## config.mk

```make
export PLATFORM = sky130hd
export DESIGN_NAME = arbiter_puf_eval
export DESIGN_NICKNAME = d
export VERILOG_FILES = /design/src/rtl/arbiter_puf_eval_pkg.sv /design/src/rtl/arbiter_puf_eval_switch_stage.sv /design/src/rtl/arbiter_puf_eval.sv
export SDC_FILE = /design/constraint.sdc
export NUM_CORES = 1
export LEC_CHECK = 0
export BUFFER_PORTS_ARGS = -buffer_cell sky130_fd_sc_hd__buf_2
export CORE_UTILIZATION = 55
export DETAILED_ROUTE_END_ITERATION = 12
export HOLD_SLACK_MARGIN = 0.1
export PLACE_DENSITY = 0.77
export RECOVER_POWER = 100
export SLEW_MARGIN = 5
export SYNTH_ARGS = -nofsm -noshare
export SYNTH_HDL_FRONTEND = slang
export SYNTH_HIERARCHICAL = 1
export SYNTH_SLANG_ARGS = --single-unit
```

## constraint.sdc

```tcl
create_clock -name clk -period 3.1 [get_ports clk]
set_input_delay 0.62 -clock clk [delete_from_list [all_inputs] [get_ports clk]]
set_output_delay 0.62 -clock clk [all_outputs]
set_load 0.05 [all_outputs]
```

## src/rtl/arbiter_puf_eval_pkg.sv

```systemverilog
// Shared definitions for the PUF evaluators: FSM state encoding and a
// constant clog2 helper usable in parameter and port-width expressions.
package arbiter_puf_eval_pkg;

  typedef enum logic [2:0] {
    ST_IDLE   = 3'd0,
    ST_RISE   = 3'd1,
    ST_SAMPLE = 3'd2,
    ST_FALL   = 3'd3,
    ST_DONE   = 3'd4
  } puf_state_e;

  localparam int unsigned DEF_N_STAGES      = 64;
  localparam int unsigned DEF_N_EVAL        = 7;
  localparam int unsigned DEF_SETTLE_CYCLES = 4;

  // Smallest r with 2**r >= v (v>=1); elaboration-time use only.
  function automatic int unsigned clog2_f(input int unsigned v);
    int unsigned r;
    r = 0;
    for (int unsigned i = 0; i < 32; i++) begin
      if ((64'd1 << i) < 64'(v)) r = i + 1;
    end
    return r;
  endfunction

endpackage

```

## src/rtl/arbiter_puf_eval_switch_stage.sv

```systemverilog
// One arbiter-PUF switch stage: a crossed pair of 2:1 muxes.
// sel=0 passes the rails straight through, sel=1 swaps them.
module arbiter_puf_eval_switch_stage (
  input  logic i_top,
  input  logic i_bot,
  input  logic i_sel,
  output logic o_top,
  output logic o_bot
);

  (* keep = "true" *) logic w_top;
  (* keep = "true" *) logic w_bot;

  assign w_top = i_sel ? i_bot : i_top;
  assign w_bot = i_sel ? i_top : i_bot;
  assign o_top = w_top;
  assign o_bot = w_bot;

endmodule

```

## src/rtl/arbiter_puf_eval.sv

```systemverilog
// Arbiter-PUF evaluator: races a launch edge down a switch chain, repeats the
// race N_EVAL times per challenge and majority-votes the arbiter decisions.
module arbiter_puf_eval
  import arbiter_puf_eval_pkg::*;
#(
  parameter int unsigned N_STAGES      = DEF_N_STAGES,
  parameter int unsigned N_EVAL        = DEF_N_EVAL,
  parameter int unsigned SETTLE_CYCLES = DEF_SETTLE_CYCLES,
  parameter bit          USE_EXT_ARB   = 1'b0
) (
  input  logic                              clk,
  input  logic                              rst,
  input  logic                              start,
  input  logic [N_STAGES-1:0]               challenge,
  input  logic                              ext_arb_i,
  output logic                              busy,
  output logic                              done,
  output logic                              response,
  output logic [clog2_f(N_EVAL+1)-1:0]      confidence,
  output logic                              stable,
  output logic                              launch_o
);

  localparam int unsigned CW = clog2_f(N_EVAL + 1);
  localparam int unsigned SW = clog2_f(SETTLE_CYCLES);

  if ((N_EVAL % 2) == 0 || N_EVAL < 1) begin : g_bad_eval
    $error("arbiter_puf_eval: N_EVAL must be odd and >= 1");
  end
  if (SETTLE_CYCLES < 3) begin : g_bad_settle
    $error("arbiter_puf_eval: SETTLE_CYCLES must be >= 3");
  end
  if (N_STAGES < 1) begin : g_bad_stages
    $error("arbiter_puf_eval: N_STAGES must be >= 1");
  end

  puf_state_e          r_state;
  logic [N_STAGES-1:0] r_challenge;
  logic [CW-1:0]       r_ones_cnt;
  logic [CW-1:0]       r_eval_cnt;
  logic [SW-1:0]       r_settle;
  logic                r_launch;
  logic                r_busy;
  logic                r_done;
  logic                r_response;
  logic [CW-1:0]       r_confidence;
  logic                r_stable;
  logic                r_arb;
  logic                r_sync1;
  logic                r_sync2;

  logic w_top [N_STAGES+1];
  logic w_bot [N_STAGES+1];
  logic w_arb_clr;
  logic w_arb_bit;

  // Race chain: both rails start from the same launch level.
  assign w_top[0] = r_launch;
  assign w_bot[0] = r_launch;

  for (genvar g = 0; g < N_STAGES; g++) begin : g_stage
    arbiter_puf_eval_switch_stage u_stage (
      .i_top (w_top[g]),
      .i_bot (w_bot[g]),
      .i_sel (r_challenge[g]),
      .o_top (w_top[g+1]),
      .o_bot (w_bot[g+1])
    );
  end

  // Arbiter: top rail sampled by the bottom rail edge, held clear while launch is low.
  assign w_arb_clr = ~r_launch;

  always_ff @(posedge w_bot[N_STAGES] or posedge w_arb_clr) begin
    if (w_arb_clr) r_arb <= 1'b0;
    else           r_arb <= w_top[N_STAGES];
  end

  assign w_arb_bit = USE_EXT_ARB ? ext_arb_i : r_arb;

  always_ff @(posedge clk or posedge rst) begin
    if (rst) begin
      r_sync1 <= 1'b0;
      r_sync2 <= 1'b0;
    end else begin
      r_sync1 <= w_arb_bit;
      r_sync2 <= r_sync1;
    end
  end

  // Evaluation FSM with counters and registered outputs.
  always_ff @(posedge clk or posedge rst) begin
    if (rst) begin
      r_state      <= ST_IDLE;
      r_challenge  <= '0;
      r_ones_cnt   <= '0;
      r_eval_cnt   <= '0;
      r_settle     <= '0;
      r_launch     <= 1'b0;
      r_busy       <= 1'b0;
      r_done       <= 1'b0;
      r_response   <= 1'b0;
      r_confidence <= '0;
      r_stable     <= 1'b0;
    end else begin
      r_done <= 1'b0;
      case (r_state)
        ST_IDLE: begin
          if (start) begin
            r_challenge <= challenge;
            r_ones_cnt  <= '0;
            r_eval_cnt  <= '0;
            r_settle    <= '0;
            r_launch    <= 1'b1;
            r_busy      <= 1'b1;
            r_state     <= ST_RISE;
          end
        end
        ST_RISE: begin
          if (r_settle == SW'(SETTLE_CYCLES - 1)) begin
            r_settle <= '0;
            r_state  <= ST_SAMPLE;
          end else begin
            r_settle <= r_settle + SW'(1);
          end
        end
        ST_SAMPLE: begin
          r_ones_cnt <= r_ones_cnt + CW'(r_sync2);
          r_eval_cnt <= r_eval_cnt + CW'(1);
          r_launch   <= 1'b0;
          r_state    <= ST_FALL;
        end
        ST_FALL: begin
          if (r_settle == SW'(SETTLE_CYCLES - 1)) begin
            r_settle <= '0;
            if (r_eval_cnt == CW'(N_EVAL)) begin
              r_done       <= 1'b1;
              r_response   <= (r_ones_cnt > CW'(N_EVAL / 2));
              r_confidence <= r_ones_cnt;
              r_stable     <= (r_ones_cnt == '0) || (r_ones_cnt == CW'(N_EVAL));
              r_state      <= ST_DONE;
            end else begin
              r_launch <= 1'b1;
              r_state  <= ST_RISE;
            end
          end else begin
            r_settle <= r_settle + SW'(1);
          end
        end
        ST_DONE: begin
          r_busy  <= 1'b0;
          r_state <= ST_IDLE;
        end
        default: begin
          r_launch <= 1'b0;
          r_busy   <= 1'b0;
          r_state  <= ST_IDLE;
        end
      endcase
    end
  end

  assign busy       = r_busy;
  assign done       = r_done;
  assign response   = r_response;
  assign confidence = r_confidence;
  assign stable     = r_stable;
  assign launch_o   = r_launch;

endmodule
```

==> key figures <==
Timing
  • Final Max Tran Viols: 0
  • Final WS setup: 887 ps
  • Final period util: 0.714
  • RSZ-0062 raised after global routing: no
  • Rel. slew slack: 0.243
  • Worst Skew: approximately 11 ps
  • Final setup violation count: 0
  • Fmax: roughly 450 MHz
  • Setup TNS: 0 ps
  • Worst slew pin tran: around 1100 ps
  • Register pins left without a clock: 1
  • Endpoints left unconstrained: 2
  • Hold Vio Cnt, Final: 0
  • Fin crit period: approximately 2200 ps

Global routing
  • Antenna violations before repair: 0
  • GRT overflow: 0
  • Vias in the first global route: between 3k and 4k
  • Largest net degree at the start of global routing: 86
  • Top Usage Layer GRT: met2
  • GRT met3 Usage: 0.0455
  • M1 GR Usage: 0.246
  • GRT Total Usage: 0.213
  • Met2 usage: 0.388
  • First-pass GRT wire length: 15100 um

CTS
  • Clk root buf: clkbuf_8
  • CTS resizes: 0
  • Clock slew at reported path FFs: 90 ps
  • CTS Buf Count: 9
  • CTS tree: done
  • Worst-Skew Late Latency: 360 ps
  • Bufs on Longest Clock Path: 2
  • Hold Buf Count CTS: 0
  • CTS H-Tree Depth: 3
  • Post-CTS setup buffers: 0

Worst setup path
  • Worst reg2reg startpoint: r_state[2]
  • CP bufs+invs: 0
  • Critical Path Stages: 3
  • CP required: 3350 ps
  • Startpoint types: flop
  • Cell family with most CP delay: simple AND/OR/NAND/NOR gates
  • Max FO, Critical Path: 11
  • Worst path max stage delay: a little over 1000 ps
  • Critical-path top delay cell: nor4b_2
  • CP endpoint: r_eval_cnt[0]
  • Critical Path Source: r_state[2]
  • R2R depth: 3
  • R2r endpoint: r_eval_cnt[0]
  • Worst path arrival time: 2460 ps
  • Endpoint class of the critical path: flop
  • Crit-path cells: nor4b_2, nor2_1, mux2_2
  • Crit Path Category: reg2reg
  • Worst reg2reg setup slack: 890 ps

Final layout
  • Area Overhead vs Synth: 13.3%
  • Final cell count without fillers: about 650
  • Leading cell type in the layout, fill and taps excluded: nand2_1
  • Diode count: 0
  • Nets: 614
  • Finished layout cell area: ~5400 um^2
  • Share of cells above drive strength 1: 0.405
  • Most frequent cells in the layout: nand2_1 (195), mux2_2 (134), dfrtp_1 (86), buf_2 (66)
  • Fillers: about 700

Die
  • I/O Pins: 76
  • Die footprint: 9100 um^2
  • Initial core utilization: 0.575
  • Core Region: approximately 8300 um^2
  • Chip Width: roughly 95 um
  • Die H: 95.4 um
  • Row count: 33

Detailed routing
  • First-pass DRT Iterations: 4
  • Vias/cell: roughly 5.3
  • WL/cell: 13.8 um
  • Detail Route Antenna Nets: 0
  • Total Wirelength: 9010 um
  • # DRC: 0
  • Vias: 3439
  • DRT iter0 DRCs: ~130

Synth
  • Mapped cell area: about 4800 um^2
  • Syn nets: about 550
  • Cells after Synth: about 470
  • Syn_area_per_cell: about 10 um^2
  • Warnings from Yosys: 6

Placed design
  • Placed Area: between 5000 and 6000 um^2
  • Place WS: roughly 860 ps
  • Placed cell count: about 640
  • Placer congestion estimate: 0.697
  • Port Buf Inserts: 74
  • Post-DP HPWL: 6060 um

Min path
  • Hold WC Path Type: reg2reg

Flow run
  • Max Cap Viol: 0

Status
  • Status: finished clean
-- registers in the layout, summed over array words and instances, names as in the netlist --
name,cells
r_challenge,64
r_sync1,1
confidence,3
r_arb,1
stable,1
r_sync2,1
r_ones_cnt,3
r_state,3
done,1
r_settle,2
launch_o,1
r_eval_cnt,3
response,1
busy,1
-- layer usage --
layer / vias to the layer above / routed length [um]
met1: 1656 / 3900
met3: 11 / 323
li1: 1719 / -
met5: - / 0
met4: 0 / 106
met2: 53 / 4680
-- how the worst min path moves through the flow --
stage | depth (start not counted) | startpoint | endpoint
after global routing | 0 | r_sync1 | r_sync2
final | 0 | r_sync1 | r_sync2
after CTS | 3 | rst | r_challenge[12]
after detailed placement | 0 | r_sync1 | r_sync2
after floorplan | 0 | r_sync1 | r_sync2
after global placement | 0 | r_sync1 | r_sync2
-- stage by stage --
step,hold slack [ps],util
detailed placement,336,0.629
global route,372,0.652
finish,362,0.652
CTS,359,0.655
floorplan,331,-
global placement,340,0.629
-- layout make-up --
cell class / count / area [um^2] / share of cell area
multi-input combinational: 363 / 2510 / 0.461
clock buffer: 10 / 128 / 0.0235
clock inverter: 6 / 93.8 / 0.0173
sequential: 86 / 2150 / 0.396
timing repair buffer: 77 / 408 / 0.0750
tap: 105 / 131 / 0.0242
inverter: 4 / 16.3 / 0.00299
Power is not shown: default switching activity piles up to over one toggle a cycle in this logic, so the estimate is an artifact.
